==> src/rtl/muldiv_if.sv <==
// Command/result bundle between the decode stage and the multiply/divide unit.
// Latency: none (wires only).
// Backpressure: the unit raises stall while busy. The decode side holds the command until stall drops.
interface muldiv_if;
    logic        muldiv_en;
    logic [2:0]  MulDivFunct;
    logic [31:0] rs_value;
    logic [31:0] rt_value;
    logic        flush;
    logic        busy;
    logic        stall;
    logic [31:0] result;
    logic [31:0] hi;
    logic [31:0] lo;

    modport master (
        output muldiv_en, MulDivFunct, rs_value, rt_value, flush,
        input  busy, stall, result, hi, lo
    );

    modport slave (
        input  muldiv_en, MulDivFunct, rs_value, rt_value, flush,
        output busy, stall, result, hi, lo
    );
endinterface

==> src/rtl/muldiv_unit.sv <==
// Iterative 32-bit mult/multu/div/divu unit with architectural HI/LO registers and move commands.
// Latency: mul/div write HI/LO after 33 busy cycles. Moves take one cycle. Define MULDIV_FAST_MULT_EN to get single-cycle multiply.
// Backpressure: stall = muldiv_en & busy. Flush or reset abandons the operation in flight without writing HI/LO.
module muldiv_unit (
    input  logic     clk,
    input  logic     nreset,
    muldiv_if.slave  bus
);
    typedef enum logic [1:0] {IDLE, MUL, DIV, FIX} state_t;

    state_t      state;
    logic [4:0]  cnt;
    logic [31:0] mag_a, mag_b;
    logic        neg_a, neg_b, op_div;
    logic [63:0] work;
    logic [31:0] hi_q, lo_q;
    logic        busy_q;

    // Operand magnitudes and signs. Unsigned commands (odd codes) never count as negative.
    logic        rs_neg, rt_neg;
    logic [31:0] rs_mag, rt_mag;
    assign rs_neg = ~bus.MulDivFunct[0] & bus.rs_value[31];
    assign rt_neg = ~bus.MulDivFunct[0] & bus.rt_value[31];
    assign rs_mag = rs_neg ? -bus.rs_value : bus.rs_value;
    assign rt_mag = rt_neg ? -bus.rt_value : bus.rt_value;

    // work holds {partial_product_hi, multiplier} for MUL and {remainder, quotient} for DIV.
    logic [32:0] mul_sum, div_shift, div_diff;
    assign mul_sum   = {1'b0, work[63:32]} + {1'b0, (work[0] ? mag_a : 32'd0)};
    assign div_shift = {work[63:32], work[31]};
    assign div_diff  = div_shift - {1'b0, mag_b};

    logic [63:0] prod_fix;
    logic [31:0] quo_fix, rem_fix, dividend;
    assign prod_fix = (neg_a ^ neg_b) ? -work : work;
    assign quo_fix  = (neg_a ^ neg_b) ? -work[31:0] : work[31:0];
    assign rem_fix  = neg_a ? -work[63:32] : work[63:32];
    assign dividend = neg_a ? -mag_a : mag_a;

`ifdef MULDIV_FAST_MULT_EN
    logic [63:0] fast_mag, fast_prod;
    assign fast_mag  = {32'd0, rs_mag} * {32'd0, rt_mag};
    assign fast_prod = (rs_neg ^ rt_neg) ? -fast_mag : fast_mag;
`endif

    always_ff @(posedge clk) begin
        if (!nreset) begin
            state  <= IDLE;
            cnt    <= 5'd0;
            mag_a  <= 32'd0;
            mag_b  <= 32'd0;
            neg_a  <= 1'b0;
            neg_b  <= 1'b0;
            op_div <= 1'b0;
            work   <= 64'd0;
            hi_q   <= 32'd0;
            lo_q   <= 32'd0;
            busy_q <= 1'b0;
        end else if (bus.flush) begin
            state  <= IDLE;
            busy_q <= 1'b0;
        end else begin
            case (state)
                IDLE: if (bus.muldiv_en) begin
                    case (bus.MulDivFunct)
                        3'b000, 3'b001: begin
`ifdef MULDIV_FAST_MULT_EN
                            hi_q <= fast_prod[63:32];
                            lo_q <= fast_prod[31:0];
`else
                            mag_a  <= rs_mag;
                            mag_b  <= rt_mag;
                            neg_a  <= rs_neg;
                            neg_b  <= rt_neg;
                            op_div <= 1'b0;
                            cnt    <= 5'd0;
                            work   <= {32'd0, rt_mag};
                            busy_q <= 1'b1;
                            state  <= MUL;
`endif
                        end
                        3'b010, 3'b011: begin
                            mag_a  <= rs_mag;
                            mag_b  <= rt_mag;
                            neg_a  <= rs_neg;
                            neg_b  <= rt_neg;
                            op_div <= 1'b1;
                            cnt    <= 5'd0;
                            work   <= {32'd0, rs_mag};
                            busy_q <= 1'b1;
                            state  <= DIV;
                        end
                        3'b110:  lo_q <= bus.rs_value;
                        3'b111:  hi_q <= bus.rs_value;
                        default: ;
                    endcase
                end
                MUL: begin
                    work <= {mul_sum, work[31:1]};
                    cnt  <= cnt + 5'd1;
                    if (cnt == 5'd31) state <= FIX;
                end
                DIV: begin
                    if (!div_diff[32]) work <= {div_diff[31:0], work[30:0], 1'b1};
                    else               work <= {div_shift[31:0], work[30:0], 1'b0};
                    cnt <= cnt + 5'd1;
                    if (cnt == 5'd31) state <= FIX;
                end
                FIX: begin
                    if (!op_div) begin
                        hi_q <= prod_fix[63:32];
                        lo_q <= prod_fix[31:0];
                    end else if (mag_b == 32'd0) begin
                        hi_q <= dividend;
                        lo_q <= 32'hFFFF_FFFF;
                    end else begin
                        hi_q <= rem_fix;
                        lo_q <= quo_fix;
                    end
                    busy_q <= 1'b0;
                    state  <= IDLE;
                end
                default: state <= IDLE;
            endcase
        end
    end

    assign bus.busy   = nreset & busy_q;
    assign bus.stall  = nreset & bus.muldiv_en & busy_q;
    assign bus.hi     = hi_q;
    assign bus.lo     = lo_q;
    assign bus.result = (!nreset || !bus.muldiv_en || busy_q) ? 32'd0 :
                        (bus.MulDivFunct == 3'b100) ? lo_q :
                        (bus.MulDivFunct == 3'b101) ? hi_q : 32'd0;
endmodule

==> src/flat_wrapper.sv <==
// flat-port wrapper written by rule: the top's interface ports become plain ports
module muldiv_unit_flat 
  (clk, nreset, bus_muldiv_en, bus_MulDivFunct, bus_rs_value, bus_rt_value, bus_flush, bus_busy, bus_stall, bus_result, bus_hi, bus_lo);
  muldiv_if bus_i ();
  input  logic clk;
  input  logic nreset;
  input wire logic [$bits(bus_i.muldiv_en)-1:0] bus_muldiv_en;
  input wire logic [$bits(bus_i.MulDivFunct)-1:0] bus_MulDivFunct;
  input wire logic [$bits(bus_i.rs_value)-1:0] bus_rs_value;
  input wire logic [$bits(bus_i.rt_value)-1:0] bus_rt_value;
  input wire logic [$bits(bus_i.flush)-1:0] bus_flush;
  output wire logic [$bits(bus_i.busy)-1:0] bus_busy;
  output wire logic [$bits(bus_i.stall)-1:0] bus_stall;
  output wire logic [$bits(bus_i.result)-1:0] bus_result;
  output wire logic [$bits(bus_i.hi)-1:0] bus_hi;
  output wire logic [$bits(bus_i.lo)-1:0] bus_lo;
  assign bus_i.muldiv_en = bus_muldiv_en;
  assign bus_i.MulDivFunct = bus_MulDivFunct;
  assign bus_i.rs_value = bus_rs_value;
  assign bus_i.rt_value = bus_rt_value;
  assign bus_i.flush = bus_flush;
  assign bus_busy = bus_i.busy;
  assign bus_stall = bus_i.stall;
  assign bus_result = bus_i.result;
  assign bus_hi = bus_i.hi;
  assign bus_lo = bus_i.lo;
  muldiv_unit u_core (.clk(clk), .nreset(nreset), .bus(bus_i));
endmodule
==> config.mk <==
export PLATFORM = sky130hd
export DESIGN_NAME = muldiv_unit_flat
export DESIGN_NICKNAME = d
export VERILOG_FILES = /design/src/rtl/muldiv_if.sv /design/src/rtl/muldiv_unit.sv /design/src/flat_wrapper.sv
export SDC_FILE = /design/constraint.sdc
export NUM_CORES = 1
export LEC_CHECK = 0
export BUFFER_PORTS_ARGS = -buffer_cell sky130_fd_sc_hd__buf_2
export CORE_ASPECT_RATIO = 0.5
export CORE_MARGIN = 4
export CORE_UTILIZATION = 45
export CTS_BUF_LIST = sky130_fd_sc_hd__clkbuf_2
export DETAILED_ROUTE_END_ITERATION = 10
export HOLD_SLACK_MARGIN = 0.12
export SYNTH_ARGS = -nofsm -noshare
export SYNTH_HDL_FRONTEND = slang
export SYNTH_SLANG_ARGS = --single-unit
export TNS_END_PERCENT = 20
==> constraint.sdc <==
create_clock -name clk -period 5.8 [get_ports clk]
set_input_delay 0.58 -clock clk [delete_from_list [all_inputs] [get_ports clk]]
set_output_delay 0.58 -clock clk [all_outputs]
set_load 0.01 [all_outputs]
==> flow_summary.json <==
{
  "status": "completed",
  "h-tree-depth": 2,
  "grt_pass1_wl_um": 113000,
  "ir_worst_vdd_uv": 110,
  "fp.dieH_um": 147,
  "grt_pass1_vias": 17866,
  "row_count": 50,
  "skew_ns": 0.129,
  "drv_slew": 0,
  "synth-main-ff-cell": "dfxtp_1",
  "final_cell_area_um2": 19200,
  "crit_path_end": "u_core.work[56]",
  "cts_tree": "built",
  "antenna_found_initial": 5,
  "synth_edf_count": 0,
  "gp_congestion": 1.02,
  "syn_nets": 2564,
  "dp_hpwl_um": 56700,
  "finalHoldViolCount": 0,
  "min_path_type": "in -> reg",
  "path_clk_slew_ns": 0.10,
  "start_util_pct": 46.0,
  "post-route-period-util_pct": 71.9,
  "cts_num_sinks": 203,
  "grt_max_degree": 77,
  "r2r_slack_ns": 1.63,
  "place_area_um2": 18400,
  "num-fill-cells": 3889,
  "grt_setup_unrepaired": "false",
  "drt_iter0_markers": 2645,
  "ys_seq_area_share_pct": 23.5,
  "crit_required_ns": 6.53,
  "dieArea_um2": 41900,
  "area_delta_synth_final_pct": 11.1,
  "startpoint_type": "flop",
  "setup-tns-final_ns": 0,
  "cp-startpoint": "u_core.work[56]",
  "r2r-end": "u_core.work[56]",
  "path_max_fanout": 45,
  "reg2reg_depth": 10,
  "p_leak_nw": 7.75,
  "drc": 0,
  "worstPathArrival_ns": 4.90,
  "core-area_um2": 37700,
  "vias": 19519,
  "tightest_slew_ns": 1.29,
  "max-cap-violations": 0,
  "synth-async-reset-ratio_pct": 0,
  "worstSkewPairLatency_ns": 0.97,
  "wl_per_cell_um": 24.4,
  "clk_path_buf_depth": 3,
  "final-setup-viol-count": 0,
  "drt-total-wl_um": 75100,
  "max_slew_margin_pct": 13.8,
  "pwr_density_cell_nw_per_um2": 188,
  "io_pins": 169,
  "port_buffers": 168,
  "viasPerCell": 6.35,
  "cts_buffers": 49,
  "synth.distinct_cells": 78,
  "cts_setup_buffers": 0,
  "crit_path_end_kind": "flop",
  "drt_pass1_iterations": 6,
  "design_power_total_w": 0.00362,
  "max_freq_mhz": 240,
  "avgSynthCellArea_um2": 7.17,
  "grt_util_all_layers_pct": 34.4,
  "final_nets": 2669,
  "drive_gt1_share_pct": 12.5,
  "overflow": 0,
  "ys_seq_elements": 203,
  "fin_crit_ns": 4.17,
  "dieWidth_um": 285,
  "r2r-start": "u_core.work[56]",
  "antenna_left": 0,
  "ys_warn_count": 0,
  "syn-instance-count": 2414,
  "crit_type": "reg -> reg",
  "clock_tree.root_cell": "clkbuf_2",
  "netlist_area_um2": 17300
}
-- critical path: stages, from the launching register on --
cell and delay, ns:
dfxtp_1 0.64, ha_1 0.43, a211o_1 0.33, a21oi_1 0.24, nand4_1 0.14, a311o_1 0.44
nor4_1 0.35, or2_2 0.73, inv_1 0.31, nand2_1 0.28, o221ai_1 0.15
-- layer usage --
metal	global-route usage [%]	up-vias	routed length (um)
li1	-	9049	-
met5	0	-	46
met2	47.2	1168	29000
met3	12.4	166	10700
met1	50.7	9130	33400
met4	8.35	6	2080
-- where the power goes --
group / switching [W] / internal (W) / leakage, nW
sequential: 0.000110 / 0.00146 / 1.65
combinational: 0.000715 / 0.000347 / 5.78
clock: 0.000664 / 0.000327 / 0.324
-- registers in the layout (all words and copies together) (netlist names) --
| register | count |
|---|---|
| u_core.bus.lo | 32 |
| u_core.work | 64 |
| u_core.neg_a | 1 |
| u_core.op_div | 1 |
| u_core.mag_b | 32 |
| u_core.mag_a | 32 |
| u_core.state | 2 |
| u_core.cnt | 5 |
| u_core.neg_b | 1 |
| u_core.busy_q | 1 |
| u_core.bus.hi | 32 |
-- per-stage QoR --
stage | hold slack (ns) | util, % | cells | worst slack, ns
after floorplan | 0.450 | - | 2414 | 2.57
after global placement | 0.444 | 48.9 | 2948 | 1.85
after detailed placement | 0.453 | 48.9 | 2948 | 1.68
after CTS | 0.140 | 51.1 | 3071 | 1.68
after global routing | 0.186 | 51.1 | 3073 | 1.33
final | 0.220 | 51.1 | 3075 | 1.63
-- synth_stat cells (all sizes together) (5+ instances only) --
| master | count | area share (%) |
|---|---|---|
| or2 | 12 | 0.45 |
| ha | 77 | 5.6 |
| xnor2 | 111 | 5.6 |
| nand2 | 230 | 5.0 |
| a21o | 35 | 1.5 |
| a22oi | 80 | 3.5 |
| or4 | 22 | 1.0 |
| nor4 | 32 | 1.2 |
| o31ai | 18 | 0.78 |
| o221ai | 33 | 1.7 |
| and3 | 15 | 0.54 |
| a21oi | 240 | 6.9 |
| nor2 | 260 | 5.6 |
| and2 | 40 | 1.4 |
| nor3b | 6 | 0.26 |
| buf | 18 | 0.50 |
| a211oi | 76 | 3.3 |
| nand3b | 5 | 0.22 |
| a311oi | 15 | 0.76 |
| dfxtp | 203 | 23 |
| a22o | 5 | 0.25 |
| nand4 | 19 | 0.69 |
| o211ai | 32 | 1.4 |
| mux2i | 17 | 0.98 |
| o21a | 14 | 0.61 |
| clkbuf | 176 | 3.8 |
| xor2 | 104 | 5.3 |
| nand3 | 34 | 0.98 |
| nand2b | 25 | 0.90 |
| o31a | 5 | 0.25 |
| o21ai | 178 | 5.1 |
| o22ai | 9 | 0.33 |
| o41ai | 21 | 1.1 |
| inv | 60 | 1.3 |
| or3 | 24 | 0.87 |
| nor3 | 54 | 1.6 |
| a31oi | 25 | 0.90 |
| a221oi | 9 | 0.46 |
| nor2b | 14 | 0.51 |
| a211o | 6 | 0.30 |
-- area by class of cell --
| cell class | instances | area [um2] | share of cell area, % |
|---|---|---|---|
| antenna | 4 | 10.0 | 0.0520 |
| timing repair buffer | 248 | 1540 | 8.01 |
| sequential | 203 | 4060 | 21.1 |
| multi-input combinational | 1956 | 12300 | 64.1 |
| tap | 520 | 651 | 3.38 |
| inverter | 61 | 231 | 1.20 |
| clock buffer | 70 | 350 | 1.82 |
| clock inverter | 13 | 61.3 | 0.319 |
-- logic make-up after synthesis --
family	synth area share, %
adder cells (fa/ha/maj)	5.79
AO/OA/AOI/OAI	31.2
XOR/XNOR	10.9
AND/OR/NAND/NOR	21.8
buffers and inverters	5.65
multiplexers	1.24
flip-flops	23.5
-- worst min path at each step --
stage | endpoint | depth (start not counted) | slack (ns) | from
after global routing | u_core.mag_b[2] | 3 | 0.19 | bus_rt_value[2]
final | u_core.mag_b[2] | 3 | 0.22 | bus_rt_value[2]
after floorplan | u_core.cnt[4] | 2 | 0.45 | u_core.cnt[4]
after CTS | u_core.mag_b[2] | 3 | 0.14 | bus_rt_value[2]
after detailed placement | u_core.op_div | 2 | 0.45 | u_core.op_div
after global placement | u_core.op_div | 2 | 0.44 | u_core.op_div
-- placed cells by master (no fill, tap or decap), types with 34 or more instances in the layout --
master / netlist / final
nor2_1: 260 / 257
a21oi_1: 240 / 240
nand2_1: 230 / 230
dfxtp_1: 203 / 203
o21ai_0: 177 / 177
buf_2: 3 / 168
xnor2_1: 111 / 110
xor2_1: 104 / 103
a22oi_1: 80 / 80
a211oi_1: 76 / 76
ha_1: 77 / 76
clkbuf_2: 2 / 70
inv_1: 60 / 59
nor3_1: 54 / 52
and2_1: 40 / 40
dlygate4sd3_1: 0 / 40
buf_4: 0 / 40
a21o_1: 35 / 35
nand3_1: 34 / 34
-- repair_timing --
action / in CTS / in global routing
hold endpoints to repair: 70 / 0
gates resized for setup: 0 / 0
hold buffers: 40 / 0
endpoints found under the setup margin: 0 / 0
(Power assumes the default switching activity.)
